===== src/rtl/fetch_unit.sv =====
// Instruction fetch unit: single-outstanding memory reader feeding a byte prefetch queue
// that presents a little-endian instruction window to a variable-length decoder.
module fetch_unit #(
    parameter int unsigned   AW       = 16,
    parameter int unsigned   DW       = 8,
    parameter int unsigned   IW       = 32,
    parameter int unsigned   DEPTH    = 8,
    parameter logic [AW-1:0] RESET_PC = '0
) (
    input  logic                         clk,
    input  logic                         rst,
    input  logic                         redirect,
    input  logic [AW-1:0]                redirect_pc,
    input  logic                         pop,
    input  logic [$clog2(IW/DW+1)-1:0]   pop_len,
    output logic [$clog2(DEPTH+1)-1:0]   avail,
    output logic [IW-1:0]                ins_data,
    output logic [AW-1:0]                ins_pc,
    output logic                         mem_req,
    output logic [AW-1:0]                mem_addr,
    input  logic                         mem_ack,
    input  logic [DW-1:0]                mem_rdata
);

    localparam int unsigned LANES = IW / DW;
    localparam int unsigned CW    = $clog2(DEPTH + 1);
    localparam int unsigned PW    = $clog2(DEPTH);

    typedef enum logic [1:0] {IDLE, FETCH, SQUASH} state_t;

    state_t          state, state_next;
    logic [CW-1:0]   count, count_next;
    logic [PW-1:0]   rd_ptr, wr_ptr;
    logic [AW-1:0]   fetch_pc, fetch_pc_next, ins_pc_next, addr_next;
    logic            req_next, ack, push, pop_ok;
    logic [DW-1:0]   q [DEPTH];

    assign avail = count;

    always_comb begin
        ack    = mem_req & mem_ack;
        push   = (state == FETCH) & ack & ~redirect;
        pop_ok = pop && (pop_len != '0) && (CW'(pop_len) <= count);

        if (redirect) begin
            count_next    = '0;
            fetch_pc_next = redirect_pc;
            ins_pc_next   = redirect_pc;
        end else begin
            count_next    = count + CW'(push) - (pop_ok ? CW'(pop_len) : '0);
            fetch_pc_next = fetch_pc + AW'(push);
            ins_pc_next   = pop_ok ? ins_pc + AW'(pop_len) : ins_pc;
        end

        state_next = state;
        req_next   = mem_req;
        addr_next  = mem_addr;
        // Any completed (or squashed) beat, or sitting idle, is a chance to issue the next read;
        // an unacked request must hold its address, so a redirect there only marks it squashed.
        if (state == IDLE || ack) begin
            if (count_next < CW'(DEPTH)) begin
                state_next = FETCH;
                req_next   = 1'b1;
                addr_next  = fetch_pc_next;
            end else begin
                state_next = IDLE;
                req_next   = 1'b0;
            end
        end else if (redirect) begin
            state_next = SQUASH;
        end
    end

    always_ff @(posedge clk or posedge rst) begin
        if (rst) begin
            state    <= IDLE;
            mem_req  <= 1'b0;
            mem_addr <= '0;
            count    <= '0;
            rd_ptr   <= '0;
            wr_ptr   <= '0;
            ins_pc   <= RESET_PC;
            fetch_pc <= RESET_PC;
        end else begin
            state    <= state_next;
            mem_req  <= req_next;
            mem_addr <= addr_next;
            count    <= count_next;
            ins_pc   <= ins_pc_next;
            fetch_pc <= fetch_pc_next;
            if (redirect) begin
                rd_ptr <= '0;
                wr_ptr <= '0;
            end else begin
                if (push)   wr_ptr <= wr_ptr + 1'b1;
                if (pop_ok) rd_ptr <= rd_ptr + PW'(pop_len);
            end
        end
    end

    always_ff @(posedge clk) begin
        if (push) q[wr_ptr] <= mem_rdata;
    end

    always_comb begin
        ins_data = '0;
        for (int unsigned k = 0; k < LANES; k++) begin
            if (k < 32'(count)) ins_data[k*DW +: DW] = q[rd_ptr + PW'(k)];
        end
    end

endmodule


===== config.mk =====
export PLATFORM = sky130hd
export DESIGN_NAME = fetch_unit
export DESIGN_NICKNAME = d
export VERILOG_FILES = /design/src/rtl/fetch_unit.sv
export SDC_FILE = /design/constraint.sdc
export NUM_CORES = 1
export LEC_CHECK = 0
export BUFFER_PORTS_ARGS = -buffer_cell sky130_fd_sc_hd__buf_4
export CORE_MARGIN = 3
export CORE_UTILIZATION = 50
export DETAILED_ROUTE_END_ITERATION = 16
export PLACE_DENSITY = 0.71
export SLEW_MARGIN = 20
export SYNTH_ARGS = -nofsm -noshare
export SYNTH_HDL_FRONTEND = slang
export SYNTH_SLANG_ARGS = --single-unit

===== constraint.sdc =====
create_clock -name clk -period 8.2 [get_ports clk]
set_clock_uncertainty 0.2 [all_clocks]
set_input_delay 1.64 -clock clk [delete_from_list [all_inputs] [get_ports clk]]
set_output_delay 1.64 -clock clk [all_outputs]
set_load 0.1 [all_outputs]

==> results.toml, run 1 <==
[global_routing]
antenna_found_initial = 0
grt_start_max_net_pins = 62
grt_pass1_vias = 5179
grt_pass1_wl_um = 27700
grt_overflow = 0
grt.total_usage_pct = 22.7

[worst_setup_path]
critPathBufInv = 2
crit_chain = "buf_4 -> inv_1 -> ha_1 -> a31oi_1 -> a21oi_2 -> nand2_1 -> ha_1 -> ha_1 -> a21o_1 -> a21oi_1 -> xnor2_1 -> o21a_1 -> mux2_2"
crit_slowest_cell = "o21a_1"
crit_family = "compound AO/OA/AOI/OAI gates"
critPathMaxFanout = 18
max_stage_delay_ns = 0.77
end_kind = "register"
cp.required_ns = 8.29
crit_top_cell = "ha_1"
arrival_ns = 5.48
critPathLaunchType = "input port"
setup.worst_path.class = "input port to register"

[logic_synthesis]
synth_cell_types = 53
syn_nets = 593
avgSynthCellArea_um2 = 13.2
synth-seq-cells = 125
synthArstFlopShare_pct = 48.8
synth_mux_area_share_pct = 24.0
yosys_warnings = 0
synthAdderAreaFrac_pct = 3.99
yosys-top-cells-count = "edfxtp_1 (64), dfrtp_1 (61), mux4_2 (57), nand2_1 (46), nor2_1 (40)"
ys_seq_area_share_pct = 48.3
yosysMostFrequentCell = "edfxtp_1"
synth_compound_area_share_pct = 7.41
synth_top_family_by_area = "multiplexers"
synth_area_leaders = "edfxtp_1 (27%), dfrtp_1 (21%), mux4_2 (18%)"
synth_top_area_cell = "edfxtp_1"
yosys.area_share.simple_pct = 9.58
yosysTopAreaCellShare_pct = 26.9
synthCells = 540
synth_area_um2 = 7140
synth_edf_count = 64
synth_ff_type = "edfxtp_1"
synth-xor-area-share_pct = 3.64

[cts]
clockBufferDepth = 2
postCtsHoldBufs = 0
clkTransAtPathRegs_ns = 0.06
post-cts-setup-buffers = 0
cts_max_level = 4
clk_latency_ns = 0.40
cts_resized = 0
cts_root_buffer = "clkbuf_16"
cts.sinks = 125
cts_tree = "done"
numCtsBuffers = 17

[hold_path]
hold_path_class = "register to register"

[final_layout]
antenna_cells = 0
drive_above_1_share_pct = 34.6
syn_to_final_growth_pct = 20.6
fin_nets = 690

[sta]
finalSetupViolations = 0
period_needed_ns = 5.39
slew_headroom_pct = 22.9
tns_ns = 0
holdWs_ns = 0.290
fin_crit_sh_pct = 65.8
worst_pin_slew_ns = 1.15
maxSlewViolCount = 0
hold_viol = 0
rsz0062_at_grt = "false"
max_freq_ghz = 0.185

[job]
cap_viol_max_count = 0

[placement]
hpwl_um = 12200
io_buffer_count = 100
finalWeightedCongestion = 0.870

[die]
core_um2 = 13900
initial_utilization_pct = 51.3
fp.dieH_um = 126
ioPinCount = 101
fp.dieW_um = 126
die-area_um2 = 15800
rows = 43

[detailed_routing]
ant_nets = 0
routed_via_density = 6.10
routed_wl_um = 17700
vias = 5059
drtIter0Drc = 432
wl_per_cell_um = 21.3
drc = 0
drt_first_pass_iters = 5

[run_status]
status = "finished, final reports clean"
-- layer usage --
metal  up-vias  share of wire (%)  track usage, %
li1       2278                  -               -
met2       222                 50            36.6
met5         -                  0               0
met1      2528                 41            29.8
met4         0                2.2            8.99
met3        31                6.8            5.47
-- final cells by class --
class / count / area, µm²
fill: 1069 / 5320
multi-input combinational: 366 / 3490
sequential: 125 / 3450
timing repair buffer: 105 / 788
clock buffer: 19 / 433
tap: 180 / 225
clock inverter: 13 / 139
inverter: 22 / 82.6
-- cell usage in the layout, fill, tap and decap left out, types with 16 or more instances in the layout --
master,count
dfrtp_1,60
ha_1,18
buf_4,105
a21oi_1,25
mux4_2,57
inv_1,19
a22o_1,16
nand2_1,46
clkbuf_16,17
nor2_1,40
edfxtp_1,64
-- state kept, by name, indices dropped and copies added, names as in the netlist --
register	count
avail	4
fetch_pc	16
ins_pc	16
mem_addr	16
mem_req	1
q	64
rd_ptr	3
state	2
wr_ptr	3
-- cell families after synthesis --
family / count (synthesis)
xor gates and xnor gates: 28
muxes: 94
AOI/OAI and AO/OA: 77
DFF: 125
and+or+nand+nor: 146
adders and majority gates: 21
buffers and inverters: 49
-- path summary, 6_finish.rpt --
kind	start	depth (start not counted)	slack (ns)	to
max in group asynchronous	rst	3	5.99	rd_ptr[0]
min in group asynchronous	rst	3	1.26	mem_addr[4]
max	pop_len[0]	13	2.81	mem_addr[11]
min	mem_addr[14]	1	0.29	mem_addr[14]
min reg2reg	mem_addr[14]	1	0.29	mem_addr[14]
max reg2reg	avail[1]	12	3.63	mem_addr[11]
-- worst register-to-register path: stages, from the launching register on --
cell,delay (ns)
dfrtp_1,0.50
inv_1,0.09
ha_1,0.31
a31oi_1,0.26
a21oi_2,0.64
nand2_1,0.13
ha_1,0.33
ha_1,0.30
a21o_1,0.15
a21oi_1,0.17
xnor2_1,0.18
o21a_1,0.77
mux2_2,0.42
-- metrics by stage --
stage | setup slack (ns) | cell area [µm²] | std cells | utilization, %
floorplan | 3.28 | 7140 | 540 | -
global placement | 2.18 | 8040 | 798 | 57.7
detailed placement | 2.06 | 8040 | 798 | 57.7
CTS | 2.47 | 8610 | 830 | 61.8
global route | 2.50 | 8610 | 830 | 61.8
finish | 2.81 | 8610 | 830 | 61.8
Power of run 1 is left out: the tool's default activity adds up to more than one toggle a clock period on the data nets, which glitch-free logic cannot reach.
==> run 2: changes to the inputs <==
- PLACE_DENSITY: 0.71 -> 0.74
- clock period: 8.2 -> 4.3 ns (I/O delays scaled with it)
==> run 2 against run 1 <==
Effect of this change:
- non-clock buffer count increased by 20
- routed wire length increased by 2.2%
- cell area increased by 1.3%
- clock-buffer cell count unchanged
- critical path type is now register to output port
- critical endpoint is now ins_data[11]
- largest cell class unchanged
==> results.toml, run 2 (synthesis gave the netlist of run 1 again) <==
[cts]
cts_tree = "done"
numCtsBuffers = 17
postCtsHoldBufs = 0
cts_max_level = 4
clkTransAtPathRegs_ns = 0.06
clockBufferDepth = 2
cts_root_buffer = "clkbuf_16"
clk_latency_ns = 0.41
post-cts-setup-buffers = 0
cts_resized = 0
cts.sinks = 125

[detailed_routing]
wl_per_cell_um = 21.3
drtIter0Drc = 481
ant_nets = 0
routed_wl_um = 18100
vias = 5239
drt_first_pass_iters = 5
routed_via_density = 6.16
drc = 0

[die]
fp.dieW_um = 126
core_um2 = 13900
ioPinCount = 101
initial_utilization_pct = 51.3
die-area_um2 = 15800
fp.dieH_um = 126
rows = 43

[sta]
hold_viol = 0
max_freq_ghz = 0.255
finalSetupViolations = 0
slew_headroom_pct = 32.6
fin_crit_sh_pct = 91.3
rsz0062_at_grt = "false"
worst_pin_slew_ns = 1.01
period_needed_ns = 3.93
tns_ns = 0
maxSlewViolCount = 0

[worst_setup_path]
critPathLaunchType = "register"
setup.worst_path.class = "register to output port"
crit_top_cell = "buf_4"
critPathMaxFanout = 34
cp.depth = 7
crit_chain = "buf_4 -> ha_1 -> xor2_2 -> buf_4 -> mux4_2 -> a22o_1 -> buf_4"
r2r_cells = 14
crit_family = "buffers and inverters"
end_kind = "output port"
critPathBufInv = 3
cp.required_ns = 3.24
max_stage_delay_ns = 0.50
crit_slowest_cell = "buf_4"
arrival_ns = 2.87

[hold_path]
hold_path_class = "register to register"
hold_depth = 1

[final_layout]
final_cell_mix = "buf_4 (124), edfxtp_1 (64), mux4_2 (57), dfrtp_1 (57), nand2_1 (46)"
max_flop_register = "q"
antenna_cells = 0
fin_nets = 710
final_common_cell = "buf_4"
final_area_um2 = 8720
n_fill_cell = 1034
drive_above_1_share_pct = 36.6
syn_to_final_growth_pct = 22.1
largest_register_ff_count = 64

[run_status]
status = "finished, final reports clean"

[global_routing]
antenna_found_initial = 0
grt_pass1_wl_um = 29300
grt_overflow = 0
grt_pass1_vias = 5480
grt.total_usage_pct = 23.7
grt_start_max_net_pins = 42

[placement]
dpl_cell_area_um2 = 8190
io_buffer_count = 100
hpwl_um = 12900
finalWeightedCongestion = 0.941

[job]
cap_viol_max_count = 0
-- run 2: path summary, 6_finish.rpt --
kind,start,endpoint,slack [ns]
max,rd_ptr[0],ins_data[11],0.37
min,mem_addr[15],mem_addr[15],0.30
max reg2reg,avail[2],mem_addr[10],0.56
min reg2reg,mem_addr[15],mem_addr[15],0.30
max in group asynchronous,rst,fetch_pc[13],2.66
min in group asynchronous,rst,mem_addr[1],0.44
-- run 2: stage by stage --
| step | utilization [%] | setup WS [ns] | std cells | hold WS, ns |
|---|---|---|---|---|
| after global placement | 58.8 | 0.112 | 818 | 0.270 |
| after CTS | 62.6 | 0.331 | 850 | 0.295 |
| after floorplan | - | 0.158 | 540 | 0.284 |
| after global routing | 62.6 | 0.218 | 850 | 0.306 |
| after detailed placement | 58.8 | 0.0392 | 818 | 0.278 |
| final | 62.6 | 0.372 | 850 | 0.297 |
-- run 2: cell type report --
cell class              instances  area, µm²  share of cell area [%]
inverters                      22       82.6                   0.947
clock buffers                  19        443                    5.08
well taps                     180        225                    2.58
flip-flops and latches        125       3450                    39.6
clock inverters                13       93.8                    1.08
repair buffers                125        951                    10.9
multi-input cells             366       3480                    39.8
-- run 2: worst reg2reg max path: cells and delay by family, from the launching register on --
kind	cells	cell delay, ns
flops	1	0.44
simple gates	2	0.12
mux	1	0.35
xor+xnor	1	0.17
fa+ha+maj	3	0.84
compound gates	4	1.02
buf+inv	3	0.48
-- run 2: layer usage --
metal | part of all wire (%) | track usage, % | vias to the layer above
met3 | 7.4 | 6.19 | 51
met5 | 0 | 0 | -
met2 | 48 | 37.4 | 226
met1 | 42 | 32.0 | 2641
li1 | - | - | 2321
met4 | 2.8 | 8.61 | 0
Power of run 2 is left out for the same reason.
